--- config.mk ---
export PLATFORM = sky130hd
export DESIGN_NAME = exec_int_sched
export DESIGN_NICKNAME = d
export VERILOG_FILES = /design/src/rtl/exec_int_sched_pkg.sv /design/src/rtl/int_scoreboard.sv /design/src/rtl/exec_int_sched.sv
export SDC_FILE = /design/constraint.sdc
export NUM_CORES = 1
export LEC_CHECK = 0
export BUFFER_PORTS_ARGS = -buffer_cell sky130_fd_sc_hd__buf_2
export CAP_MARGIN = 40
export CORE_MARGIN = 2
export CORE_UTILIZATION = 30
export CTS_CLUSTER_DIAMETER = 200
export CTS_CLUSTER_SIZE = 8
export DETAILED_ROUTE_END_ITERATION = 6
export SETUP_SLACK_MARGIN = 0.4
export SYNTH_ARGS = -nofsm -noshare
export SYNTH_HDL_FRONTEND = slang
export SYNTH_HIERARCHICAL = 1
export SYNTH_SLANG_ARGS = --single-unit
--- constraint.sdc ---
create_clock -name clk -period 6.3 [get_ports clk]
set_input_delay 0.315 -clock clk [delete_from_list [all_inputs] [get_ports clk]]
set_output_delay 0.315 -clock clk [all_outputs]
set_load 0.02 [all_outputs]
--- src/rtl/exec_int_sched_pkg.sv ---
// Shared types for the integer issue controller: opcode/funct7 constants,
// latency class and the in-flight tag entry carried down the tag pipeline.
package exec_int_sched_pkg;

   localparam int XLEN = 64;

   localparam logic [4:0] OPC_OP        = 5'b01100;
   localparam logic [4:0] OPC_OP_32     = 5'b01110;
   localparam logic [6:0] FUNCT7_MULDIV = 7'b0000001;

   typedef enum logic {
      LAT_ALU = 1'b0,
      LAT_MUL = 1'b1
   } lat_class_t;

   typedef struct packed {
      logic       v;
      logic [4:0] rd;
      logic       is_mul;
      logic       killed;
   } tag_t;

   // Register-register M-extension ops take the two-cycle multiplier path.
   function automatic lat_class_t classify(input logic [4:0] opcode,
                                           input logic [6:0] funct7);
      if ((opcode == OPC_OP || opcode == OPC_OP_32) && funct7 == FUNCT7_MULDIV)
         return LAT_MUL;
      return LAT_ALU;
   endfunction

endpackage

--- src/rtl/int_scoreboard.sv ---
// Busy-register vector for the two tag slots plus the RAW check, with a bypass
// for a slot whose result is being written back cleanly this cycle.
module int_scoreboard (
   input  logic        s1_live,
   input  logic [4:0]  s1_rd,
   input  logic        s1_bypass,
   input  logic        s2_live,
   input  logic [4:0]  s2_rd,
   input  logic        s2_bypass,
   input  logic [4:0]  rs1,
   input  logic [4:0]  rs2,
   output logic [31:0] rd_busy,
   output logic        raw_hazard
);

   logic [31:0] s1_vec;
   logic [31:0] s2_vec;
   logic [31:0] hold_vec;

   always_comb begin
      s1_vec = '0;
      s2_vec = '0;
      if (s1_live && s1_rd != 5'd0) s1_vec[s1_rd] = 1'b1;
      if (s2_live && s2_rd != 5'd0) s2_vec[s2_rd] = 1'b1;
   end

   assign rd_busy = s1_vec | s2_vec;

   // A slot retiring with good data this cycle no longer blocks its readers.
   assign hold_vec = (s1_bypass ? 32'd0 : s1_vec) | (s2_bypass ? 32'd0 : s2_vec);

   assign raw_hazard = (rs1 != 5'd0 && hold_vec[rs1]) ||
                       (rs2 != 5'd0 && hold_vec[rs2]);

endmodule

--- src/rtl/exec_int_sched.sv ---
// Issue controller in front of exec_int: handshake with decode, tag pipeline
// pairing untagged results with rd, MUL/ALU latency rules, RAW stall and flush.
module exec_int_sched
   import exec_int_sched_pkg::*;
#(
   parameter int STALL_CNT_W = 32
) (
   input  logic                   clk,
   input  logic                   rst,
   input  logic                   flush,
   input  logic                   in_valid,
   output logic                   in_ready,
   input  logic [4:0]             in_opcode,
   input  logic [6:0]             in_funct7,
   input  logic [4:0]             in_rd,
   input  logic [4:0]             in_rs1,
   input  logic [4:0]             in_rs2,
   output logic                   issue_valid,
   input  logic                   int_output_valid,
   input  logic                   int_exception,
   input  logic [3:0]             int_trap_cause,
   input  logic [XLEN-1:0]        int_result,
   output logic                   wb_valid,
   output logic [4:0]             wb_rd,
   output logic [XLEN-1:0]        wb_data,
   output logic                   wb_exception,
   output logic [3:0]             wb_trap_cause,
   output logic [31:0]            rd_busy,
   output logic                   protocol_error,
   output logic [STALL_CNT_W-1:0] stall_cycles
);

   tag_t s1;
   tag_t s2;

   logic in_is_mul;
   logic s1_mul_pending;
   logic s1_done;
   logic s2_done;
   logic completing;
   logic done_killed;
   logic good_wb;
   logic raw_hazard;

   assign in_is_mul      = (classify(in_opcode, in_funct7) == LAT_MUL);
   assign s1_mul_pending = s1.v && s1.is_mul;

   // S2 only ever holds multiplies; at most one slot retires per cycle.
   assign s1_done     = s1.v && !s1.is_mul;
   assign s2_done     = s2.v && s2.is_mul;
   assign completing  = s1_done || s2_done;
   assign done_killed = s1_done ? s1.killed : s2.killed;

   assign wb_valid      = !rst && int_output_valid && completing && !done_killed;
   assign wb_rd         = s1_done ? s1.rd : s2.rd;
   assign wb_data       = int_result;
   assign wb_exception  = int_exception;
   assign wb_trap_cause = int_trap_cause;
   assign good_wb       = wb_valid && !int_exception;

   int_scoreboard u_int_scoreboard (
      .s1_live    (s1.v && !s1.killed),
      .s1_rd      (s1.rd),
      .s1_bypass  (s1_done && good_wb),
      .s2_live    (s2.v && !s2.killed),
      .s2_rd      (s2.rd),
      .s2_bypass  (s2_done && good_wb),
      .rs1        (in_rs1),
      .rs2        (in_rs2),
      .rd_busy    (rd_busy),
      .raw_hazard (raw_hazard)
   );

   // Issuing behind a MUL in S1 would make exec_int drop the pending product.
   assign in_ready    = !rst && !flush && !s1_mul_pending && !raw_hazard;
   assign issue_valid = in_valid && in_ready;

   always_ff @(posedge clk) begin
      if (rst) begin
         s1             <= '0;
         s2             <= '0;
         protocol_error <= 1'b0;
         stall_cycles   <= '0;
      end else begin
         if (issue_valid)
            s1 <= '{v: 1'b1, rd: in_rd, is_mul: in_is_mul, killed: 1'b0};
         else
            s1 <= '0;

         if (s1_mul_pending)
            s2 <= '{v: 1'b1, rd: s1.rd, is_mul: 1'b1, killed: s1.killed | flush};
         else
            s2 <= '0;

         if (int_output_valid != completing)
            protocol_error <= 1'b1;

         if (in_valid && !in_ready && !flush && stall_cycles != '1)
            stall_cycles <= stall_cycles + STALL_CNT_W'(1);
      end
   end

endmodule

==> flow_metrics.py <==
metrics = {
    "timing": {
        "clock.fmax_mhz": 186,
        "setup_viol": 0,
        "max_slew.worst_pin.slew_ns": 0.900,
        "fin_tns_setup_ns": 0,
        "maxSlewViolCount": 0,
        "hold_viol": 0,
        "skew_ns": 0.00775,
        "timing.final.crit_period_ns": 5.39,
        "post-route-period-util": 0.855,
        "rsz0062_at_grt": "no",
        "slew_headroom": 0.397,
    },
    "synthesis": {
        "synth_compound_area_frac": 0.203,
        "synth-edff-count": 0,
        "syn-num-nets": 622,
        "syn_area_per_cell_sq_um": 8.07,
        "synth_warnings": 6,
        "async_reset_ff_frac": 0,
        "synth_most_common_cell": "buf_4",
        "synth_ff_type": "dfxtp_1",
        "synth_seq_cells": 47,
        "synth_commonest_cells": "buf_4 (72), o22ai_1 (54), dfxtp_1 (47)",
        "yosys.area_share.simple": 0.273,
        "ys_seq_area_frac": 0.224,
        "synthCells": 520,
        "synth_top_cell_by_area": "dfxtp_1",
        "ys_types": 66,
        "synth_top_family_by_area": "simple AND/OR/NAND/NOR gates",
        "synth_mux_area_frac": 0.0948,
        "synthXorXnorAreaFrac": 0.0146,
        "synthAdderAreaFrac": 0.00298,
        "ys_top_cells_by_area": "dfxtp_1 (22%), buf_4 (13%), o22ai_1 (8.1%)",
        "synth_top_area_frac": 0.224,
        "syn_area_sq_um": 4200,
    },
    "final_layout": {
        "area_growth_pct": 4.95,
        "drive_gt1_frac": 0.307,
        "n_antenna_cell": 0,
        "nets": 626,
        "regArea_sq_um": 941,
        "final_core_util": 0.320,
        "multi_input_area_sq_um": 2470,
        "nFillCells": 1515,
    },
    "place": {
        "portBuffers": 104,
        "place_hpwl_microns": 9510,
        "gp_congestion": 0.924,
    },
    "clocking": {
        "clk_pin_slew_ns": 0.06,
        "cts-resized-gates": 0,
        "cts_tree": "done",
        "clock_path_buffers": 2,
        "h-tree-depth": 2,
        "clk_latency_ns": 0.29,
        "root_buffer": "clkbuf_16",
        "ctsHoldBuffers": 0,
        "postCtsSetupBuffers": 0,
        "numCtsBuffers": 5,
        "cts.sinks": 47,
    },
    "route": {
        "routedWlPerCell_microns": 17.4,
        "drt_iter0_drc": 397,
        "viasPerCell": 5.80,
        "vias": 4090,
        "ant_nets": 0,
        "drc": 0,
        "drt_pass1_iterations": 6,
        "wl_microns": 12300,
    },
    "flow_run": {
        "cap_violations": 0,
    },
    "critical_path": {
        "crit_path_start": "s1[7]",
        "path_max_fanout": 17,
        "regToRegStartpoint": "s1[7]",
        "cp.arrival_ns": 5.61,
        "worstSetupPathType": "flop to flop",
        "start_kind": "flop",
        "endpoint_kind": "flop",
        "required_ns": 6.52,
    },
    "grt": {
        "grt_max_degree": 45,
        "grt_pass1_wl_microns": 18300,
        "antenna_found_initial": 0,
        "grt.total_usage": 0.152,
        "grt_overflow": 0,
        "grt_pass1_vias": 3748,
    },
    "floorplan": {
        "rows": 43,
        "die_w_microns": 122,
        "start_util": 0.305,
        "core-area_sq_um": 13800,
        "top_level_ports": 243,
        "die_y_microns": 122,
        "die_area_sq_um": 14900,
    },
    "worst_hold_path": {
        "hp-class": "input pin to flop",
        "min-delay-start": "in_funct7[5]",
    },
    "run_status": {
        "status": "finished, final reports clean",
    },
    "power": {
        "leakagePower_nw": 1.66,
        "vdd_drop_max_mv": 0.106,
        "p_per_area_nw_per_um2": 146,
    },
}
## placed cells by master (no fill, tap or decap), types with 5 or more instances in the layout
cell / n
a21oi_1: 17
o21ai_0: 5
and2_1: 9
or3_1: 5
nor2b_1: 9
o31ai_1: 8
o22ai_1: 54
nor3_1: 8
dfxtp_1: 47
mux4_2: 10
and3_1: 9
a211oi_1: 6
nand4_1: 7
nand3b_1: 10
inv_1: 13
clkbuf_16: 5
mux2_2: 10
or4_2: 8
buf_2: 104
nand3_1: 27
o22a_1: 10
mux2i_1: 6
nand2_1: 18
xnor2_1: 7
nor4_1: 6
nor2_1: 36
## where the power goes
| group | internal (mW) | total [mW] | switching (mW) |
|---|---|---|---|
| Combinational | 0.0238 | 0.0598 | 0.0360 |
| Sequential | 0.299 | 0.303 | 0.00373 |
| Clock | 0.169 | 0.282 | 0.113 |
| Total | 0.492 | 0.645 | 0.153 |
## flip-flops by register name (all words and copies together), names as in the netlist
register and flops:
stall_cycles 32, s1 7, protocol_error 1, s2 7
## kinds of logic (layout without fill, tap and decap cells)
| family | Yosys count | count (layout) |
|---|---|---|
| compound gates | 125 | 125 |
| xor+xnor | 7 | 7 |
| fa+ha+maj | 1 | 1 |
| buf+inv | 125 | 130 |
| flops | 47 | 47 |
| mux | 26 | 26 |
| other cells | 1 | 1 |
| simple gates | 188 | 188 |
## through the flow
| step | setup slack, ns | hold slack (ns) | power [mW] | instances | cell area (sq um) |
|---|---|---|---|---|---|
| after floorplan | 1.83 | 0.391 | 0.411 | 520 | 4200 |
| after global placement | 1.09 | 0.488 | 0.368 | 697 | 4240 |
| after detailed placement | 0.937 | 0.497 | 0.370 | 697 | 4240 |
| after CTS | 0.915 | 0.192 | 0.651 | 705 | 4400 |
| after global routing | 0.520 | 0.200 | 0.671 | 705 | 4400 |
| final | 0.911 | 0.200 | 0.645 | 705 | 4400 |
## layer usage
metal / global-route usage / vias up / routed length, microns
met3: 0.0376 / 57 / 1110
met4: 0.0718 / 0 / 445
met5: 0 / - / 0
met1: 0.183 / 1920 / 4900
met2: 0.254 / 225 / 5830
li1: - / 1888 / -
## final cells by class
class	instances	share of cell area
Clock buffer	7	0.0347
Clock inverter	1	0.00171
Inverter	14	0.0119
Multi-Input combinational cell	348	0.562
Sequential cell	47	0.214
Tap cell	180	0.0512
Timing Repair Buffer	108	0.125
## worst paths after layout
kind | to | depth (start not counted) | slack (ns)
worst max-delay path | stall_cycles[21] | 17 | 0.91
worst min-delay path | s1[1] | 2 | 0.20
worst max register to register | stall_cycles[21] | 17 | 0.91
worst min register to register | protocol_error | 2 | 0.49
## critical path: stages (launching register included)
cell	delay, ns
dfxtp_1	0.42
nor2b_1	0.29
nor2_1	0.14
nor3b_1	0.07
and3b_1	0.19
or4b_1	0.62
o22a_1	0.27
mux4_2	0.47
a211o_1	0.33
a21oi_2	0.11
a41oi_1	0.05
nand4_1	0.19
a211oi_1	0.07
buf_4	0.18
nor4_2	0.41
nand3_1	0.56
or4_2	0.79
a21oi_1	0.16
(Power assumes the default switching activity.)
